File: src/rtl/ball_motion_if.sv
// ball_motion_if: control, paddle and ball-state signals of the pong ball motion engine
// master drives enable/serve/serve_dir/speeds/paddles; slave (ball_motion) drives
// ball_x/ball_y/dir_x/dir_y/hit/miss_l/miss_r/active.
interface ball_motion_if #(parameter int W = 10, parameter int SPD_W = 4);
  logic enable, serve, serve_dir;
  logic [SPD_W-1:0] speed_x, speed_y;
  logic [W-1:0] paddle_l_y, paddle_r_y, ball_x, ball_y;
  logic dir_x, dir_y, hit, miss_l, miss_r, active;
  modport master (
    output enable, serve, serve_dir, speed_x, speed_y, paddle_l_y, paddle_r_y,
    input ball_x, ball_y, dir_x, dir_y, hit, miss_l, miss_r, active
  );
  modport slave (
    input enable, serve, serve_dir, speed_x, speed_y, paddle_l_y, paddle_r_y,
    output ball_x, ball_y, dir_x, dir_y, hit, miss_l, miss_r, active
  );
endinterface

File: src/rtl/ball_motion.sv
// ball_motion: tick-driven ball position engine with wall bounce, paddle hit/miss and serve/miss sequencing
// clk50M/rst: clock and synchronous active-high reset; bus: ball_motion_if slave
// (control/speed/paddle inputs in, registered ball position, directions and event pulses out).
module ball_motion #(
  parameter int W = 10,
  parameter int SPD_W = 4,
  parameter int TICK_DIV = 19,
  parameter int X_MIN = 8,
  parameter int X_MAX = 624,
  parameter int Y_MIN = 0,
  parameter int Y_MAX = 472,
  parameter int X_INIT = 316,
  parameter int Y_INIT = 236,
  parameter int BALL_SIZE = 8,
  parameter int PAD_H = 64,
  parameter int MISS_TICKS = 32
) (
  input logic clk50M,
  input logic rst,
  ball_motion_if.slave bus
);
  localparam int W1 = W + 1;
  localparam int MC_W = $clog2(MISS_TICKS + 1);
  typedef enum logic [1:0] {IDLE, MOVING, MISS} state_t;
  state_t s, s_n;
  logic [TICK_DIV-1:0] cnt;
  logic [MC_W-1:0] mc, mc_n;
  logic [W-1:0] x, x_n, y, y_n;
  logic dx, dx_n, dy, dy_n, hit, hit_n, ml, ml_n, mr, mr_n;
  logic move, x_edge, y_edge, overlap;
  logic [W1-1:0] xe, ye, sx, sy, pad;
  // one extra bit keeps the bound checks free of wraparound
  assign xe = {1'b0, x};
  assign ye = {1'b0, y};
  assign sx = {{(W1-SPD_W){1'b0}}, bus.speed_x};
  assign sy = {{(W1-SPD_W){1'b0}}, bus.speed_y};
  assign pad = {1'b0, dx ? bus.paddle_r_y : bus.paddle_l_y};
  assign move = (&cnt) && bus.enable;
  assign x_edge = dx ? (xe + sx >= W1'(X_MAX)) : (xe <= W1'(X_MIN) + sx);
  assign y_edge = dy ? (ye + sy >= W1'(Y_MAX)) : (ye <= W1'(Y_MIN) + sy);
  assign overlap = (ye + W1'(BALL_SIZE) > pad) && (ye < pad + W1'(PAD_H));
  always_comb begin
    s_n = s;
    x_n = x;
    y_n = y;
    dx_n = dx;
    dy_n = dy;
    mc_n = mc;
    hit_n = 1'b0;
    ml_n = 1'b0;
    mr_n = 1'b0;
    if (s == IDLE && bus.serve) begin
      s_n = MOVING;
      dx_n = bus.serve_dir;
      dy_n = 1'b1;
    end
    if (s == MOVING && move) begin
      if (sy != '0) begin
        y_n = y_edge ? (dy ? W'(Y_MAX) : W'(Y_MIN)) : W'(dy ? ye + sy : ye - sy);
        dy_n = y_edge ? ~dy : dy;
      end
      if (sx != '0) begin
        x_n = x_edge ? (dx ? W'(X_MAX) : W'(X_MIN)) : W'(dx ? xe + sx : xe - sx);
        if (x_edge && overlap) begin
          dx_n = ~dx;
          hit_n = 1'b1;
        end
        if (x_edge && !overlap) begin
          ml_n = ~dx;
          mr_n = dx;
          s_n = MISS;
          mc_n = '0;
        end
      end
    end
    if (s == MISS && move) begin
      mc_n = mc + 1'b1;
      if (mc == MC_W'(MISS_TICKS - 1)) begin
        s_n = IDLE;
        x_n = W'(X_INIT);
        y_n = W'(Y_INIT);
        dx_n = 1'b1;
        dy_n = 1'b1;
        mc_n = '0;
      end
    end
  end
  always_ff @(posedge clk50M) begin
    if (rst) begin
      s <= IDLE;
      cnt <= '0;
      mc <= '0;
      x <= W'(X_INIT);
      y <= W'(Y_INIT);
      dx <= 1'b1;
      dy <= 1'b1;
      hit <= 1'b0;
      ml <= 1'b0;
      mr <= 1'b0;
    end else begin
      s <= s_n;
      cnt <= cnt + 1'b1;
      mc <= mc_n;
      x <= x_n;
      y <= y_n;
      dx <= dx_n;
      dy <= dy_n;
      hit <= hit_n;
      ml <= ml_n;
      mr <= mr_n;
    end
  end
  assign bus.ball_x = x;
  assign bus.ball_y = y;
  assign bus.dir_x = dx;
  assign bus.dir_y = dy;
  assign bus.hit = hit;
  assign bus.miss_l = ml;
  assign bus.miss_r = mr;
  assign bus.active = (s == MOVING);
endmodule

File: src/flat_wrapper.sv
// flat-port wrapper written by rule: the top's interface ports become plain ports
module ball_motion_flat 
#(
  parameter int W = 10,
  parameter int SPD_W = 4,
  parameter int TICK_DIV = 19,
  parameter int X_MIN = 8,
  parameter int X_MAX = 624,
  parameter int Y_MIN = 0,
  parameter int Y_MAX = 472,
  parameter int X_INIT = 316,
  parameter int Y_INIT = 236,
  parameter int BALL_SIZE = 8,
  parameter int PAD_H = 64,
  parameter int MISS_TICKS = 32
)
  (clk50M, rst, bus_enable, bus_serve, bus_serve_dir, bus_speed_x, bus_speed_y, bus_paddle_l_y, bus_paddle_r_y, bus_ball_x, bus_ball_y, bus_dir_x, bus_dir_y, bus_hit, bus_miss_l, bus_miss_r, bus_active);
  ball_motion_if #(.W(W), .SPD_W(SPD_W)) bus_i ();
  input logic clk50M;
  input logic rst;
  input wire logic [$bits(bus_i.enable)-1:0] bus_enable;
  input wire logic [$bits(bus_i.serve)-1:0] bus_serve;
  input wire logic [$bits(bus_i.serve_dir)-1:0] bus_serve_dir;
  input wire logic [$bits(bus_i.speed_x)-1:0] bus_speed_x;
  input wire logic [$bits(bus_i.speed_y)-1:0] bus_speed_y;
  input wire logic [$bits(bus_i.paddle_l_y)-1:0] bus_paddle_l_y;
  input wire logic [$bits(bus_i.paddle_r_y)-1:0] bus_paddle_r_y;
  output wire logic [$bits(bus_i.ball_x)-1:0] bus_ball_x;
  output wire logic [$bits(bus_i.ball_y)-1:0] bus_ball_y;
  output wire logic [$bits(bus_i.dir_x)-1:0] bus_dir_x;
  output wire logic [$bits(bus_i.dir_y)-1:0] bus_dir_y;
  output wire logic [$bits(bus_i.hit)-1:0] bus_hit;
  output wire logic [$bits(bus_i.miss_l)-1:0] bus_miss_l;
  output wire logic [$bits(bus_i.miss_r)-1:0] bus_miss_r;
  output wire logic [$bits(bus_i.active)-1:0] bus_active;
  assign bus_i.enable = bus_enable;
  assign bus_i.serve = bus_serve;
  assign bus_i.serve_dir = bus_serve_dir;
  assign bus_i.speed_x = bus_speed_x;
  assign bus_i.speed_y = bus_speed_y;
  assign bus_i.paddle_l_y = bus_paddle_l_y;
  assign bus_i.paddle_r_y = bus_paddle_r_y;
  assign bus_ball_x = bus_i.ball_x;
  assign bus_ball_y = bus_i.ball_y;
  assign bus_dir_x = bus_i.dir_x;
  assign bus_dir_y = bus_i.dir_y;
  assign bus_hit = bus_i.hit;
  assign bus_miss_l = bus_i.miss_l;
  assign bus_miss_r = bus_i.miss_r;
  assign bus_active = bus_i.active;
  ball_motion #(.W(W), .SPD_W(SPD_W), .TICK_DIV(TICK_DIV), .X_MIN(X_MIN), .X_MAX(X_MAX), .Y_MIN(Y_MIN), .Y_MAX(Y_MAX), .X_INIT(X_INIT), .Y_INIT(Y_INIT), .BALL_SIZE(BALL_SIZE), .PAD_H(PAD_H), .MISS_TICKS(MISS_TICKS)) u_core (.clk50M(clk50M), .rst(rst), .bus(bus_i));
endmodule
File: config.mk
export PLATFORM = sky130hd
export DESIGN_NAME = ball_motion_flat
export DESIGN_NICKNAME = d
export VERILOG_FILES = /design/src/rtl/ball_motion_if.sv /design/src/rtl/ball_motion.sv /design/src/flat_wrapper.sv
export SDC_FILE = /design/constraint.sdc
export NUM_CORES = 1
export LEC_CHECK = 0
export CORE_ASPECT_RATIO = 1.1
export CORE_MARGIN = 10
export CORE_UTILIZATION = 51
export DETAILED_ROUTE_END_ITERATION = 10
export PLACE_DENSITY_LB_ADDON = 0.3
export SYNTH_ARGS = -nofsm -noshare
export SYNTH_HDL_FRONTEND = slang
export SYNTH_SLANG_ARGS = --single-unit
File: constraint.sdc
create_clock -name clk50M -period 3.35 [get_ports clk50M]
set_clock_uncertainty 0.15 [all_clocks]
set_input_delay 0.67 -clock clk50M [delete_from_list [all_inputs] [get_ports clk50M]]
set_output_delay 0.67 -clock clk50M [all_outputs]
set_load 0.02 [all_outputs]
==> flow_summary.json <==
{
  "dp_hpwl_um": 9560,
  "p_per_area_nw_per_um2": 221,
  "crit_path_start_kind": "primary input",
  "insertion_delay_ns": 0.31,
  "reg2reg_to": "u_core.bus.dir_x",
  "worstPathArrival_ns": 3.30,
  "setup_tns_ns": 0,
  "synth_cells": 537,
  "yosysSeqAreaShare_pct": 23.9,
  "met1Wirelength_um": 5240,
  "highest_layer": "met4",
  "track_usage_pct": 19.4,
  "first_pass_iters": 5,
  "crit_type": "primary input to flip-flop",
  "relSlewSlack_pct": 53.9,
  "outcome": "finished, final reports clean",
  "grt_pass1_wl_um": 20500,
  "synth_top_cell_area_share_pct": 23.9,
  "wire_per_inst_um": 16.1,
  "grt_max_degree": 26,
  "antenna_found_initial": 1,
  "worst_slack_ns": 0.0974,
  "die_x_um": 108,
  "worstPathCellList": "clkdlybuf4s50_1, inv_1, ha_1, o21ba_4, or4b_4, o311ai_4, o2111a_2, a32oi_4, nor4b_4, or3b_1",
  "yosys.area.top_type": "dfxtp_1",
  "ir_drop_v": 0.000168,
  "drcViolationCount": 0,
  "dieHeight_um": 117,
  "critPathLaunch": "bus_speed_y[2]",
  "netlist_top_cells_count": "nor2_1, dfxtp_1, ha_1",
  "synth_flop_cell": "dfxtp_1",
  "clockBufferDepth": 2,
  "wl_met2_um": 6140,
  "reg2reg_from": "u_core.bus.dir_x",
  "min_from": "u_core.cnt[0]",
  "cts.sinks": 52,
  "avgViaCountPerCell": 5.83,
  "finalCriticalPeriod_ns": 3.25,
  "grt_overflow": 0,
  "io_buffers": 58,
  "cts_buffers": 5,
  "worstMarginPinSlew_ns": 0.690,
  "gp_congestion": 0.926,
  "rows": 35,
  "vias": 4470,
  "ys_seq_elements": 52,
  "yosysMostFrequentCell": "nor2_1",
  "cts_root_buf": "clkbuf_8",
  "finalHoldViolations": 0,
  "yosysUniqueCellTypes": 78,
  "postLayoutCoreUtil_pct": 68.9,
  "syn_nets": 612,
  "ant_nets": 0,
  "diodes": 0,
  "crit_family": "simple AND/OR/NAND/NOR gates",
  "crit_path_max_incr_delay_ns": 0.49,
  "whs_endpoint": "u_core.cnt[0]",
  "cp_num_buf_inv": 2,
  "wirelength_um": 12300,
  "cts_tree": "built",
  "async_flop_share_pct": 0,
  "syn_avg_cell_area_um2": 8.13,
  "place_ws_ns": -0.526,
  "fillCellCount": 658,
  "mappedNetlistArea_um2": 4360,
  "finalMaxSlewViolations": 0,
  "drt_iter0_markers": 295,
  "p_leak_nw": 2.38,
  "cp_slowest_cell": "or4b_4",
  "dieArea_um2": 12700,
  "required_ns": 3.40,
  "setup_violations": 0,
  "syn_to_final_growth_pct": 32.0,
  "layout-drive-gt1-share_pct": 19.2,
  "grt_pass1_vias": 4438,
  "start_util_pct": 52.2,
  "yosysWarnings": 0,
  "cp-end-kind": "flip-flop",
  "clk_pin_slew_ns": 0.09,
  "hold_depth": 1,
  "core_um2": 8360,
  "fin_crit_sh_pct": 97.1,
  "synth_edf_count": 0,
  "io_pins": 59,
  "max_freq_mhz": 307,
  "nets": 730,
  "crit_path_max_fanout": 4,
  "synth_area_leaders": "dfxtp_1, ha_1, nor2_1",
  "dr_wl_met3_um": 700,
  "r2r_slack_ns": 0.33,
  "hold_path_class": "flip-flop to flip-flop",
  "htree_levels": 2,
  "cap_violations": 0,
  "reg2regPathDepth": 10
}
routing by layer:
metal	global-route usage, %	vias up
met5	0	-
met3	3.78	26
met2	34.5	129
met4	6.15	0
met1	22.7	2112
li1	-	2203
area by class of cell:
type                       count  area (µm²)  area share (%)
multi-input combinational    432        3210            55.8
timing repair buffer         137        1170            20.4
sequential                    52        1040            18.1
tap                          111         139            2.41
inverter                      27         101            1.76
clock buffer                   5        68.8            1.19
clock inverter                 3        21.3           0.369
stage by stage:
| step | power (W) | hold WS, ns | std cells | cell area [µm²] |
|---|---|---|---|---|
| global route | 0.00134 | 0.338 | 767 | 5760 |
| detailed placement | 0.000911 | 0.309 | 755 | 5540 |
| global placement | 0.000902 | 0.292 | 755 | 5540 |
| floorplan | 0.000786 | 0.280 | 537 | 4370 |
| CTS | 0.00127 | 0.332 | 765 | 5680 |
| finish | 0.00128 | 0.325 | 767 | 5760 |
kinds of logic (layout without fill, tap and decap cells):
| family | after synthesis | count (layout) | synth area share [%] |
|---|---|---|---|
| simple gates | 204 | 204 | 25.4 |
| mux | 13 | 13 | 3.01 |
| xor+xnor | 34 | 34 | 6.82 |
| buf+inv | 53 | 172 | 4.87 |
| flops | 52 | 52 | 23.9 |
| compound gates | 139 | 139 | 23.3 |
| fa+ha+maj | 42 | 42 | 12.7 |
sequential cells by signal, summed over array words and instances (netlist names):
register / flops
u_core.s: 2
u_core.bus.ball_y: 10
u_core.bus.miss_r: 1
u_core.mc: 6
u_core.bus.hit: 1
u_core.bus.dir_x: 1
u_core.bus.ball_x: 10
u_core.cnt: 19
u_core.bus.miss_l: 1
u_core.bus.dir_y: 1
worst max path at each step:
stage | endpoint | cells after the start
after floorplan | u_core.bus.dir_x | 13
after CTS | u_core.bus.ball_y[6] | 12
after global placement | u_core.bus.ball_y[6] | 10
after global routing | u_core.bus.dir_x | 12
final | u_core.bus.ball_y[6] | 10
after detailed placement | u_core.bus.ball_y[6] | 11
cells in the final DEF (no fill, tap or decap), types with 3 or more instances in the layout:
cell and count:
a21o_1 10, nand2_1 36, dfxtp_1 52, nand4_1 9, nand2b_1 4, a21oi_2 4, or2_2 3, and4b_1 4
mux2i_1 9, mux2i_2 3, inv_1 26, clkbuf_8 5, o31ai_1 3, o31a_1 4, clkdlybuf4s50_1 56, buf_4 79
ha_1 37, nor2b_1 13, xnor2_1 16, o22ai_1 3, nor3b_1 3, a21oi_1 29, nor2_1 54, nor4_1 7
a211oi_1 10, nand3_1 21, o211ai_1 7, xor2_1 17, and3_1 9, and4_1 4, o21a_1 8, nand3b_1 3
o21ai_0 21, nor3_1 18
power by group:
group	internal [W]	switching, W
clock network	0.000149	0.000218
logic	0.000148	0.000133
registers	0.000622	0.00000529
total	0.000919	0.000356
timing repair:
action	CTS	global route
setup buffers	2	2
hold buffers	0	0
pin swaps	6	7
resized for setup	9	18
setup endpoints to repair	18	28
Power figures use the tool's default switching activity.
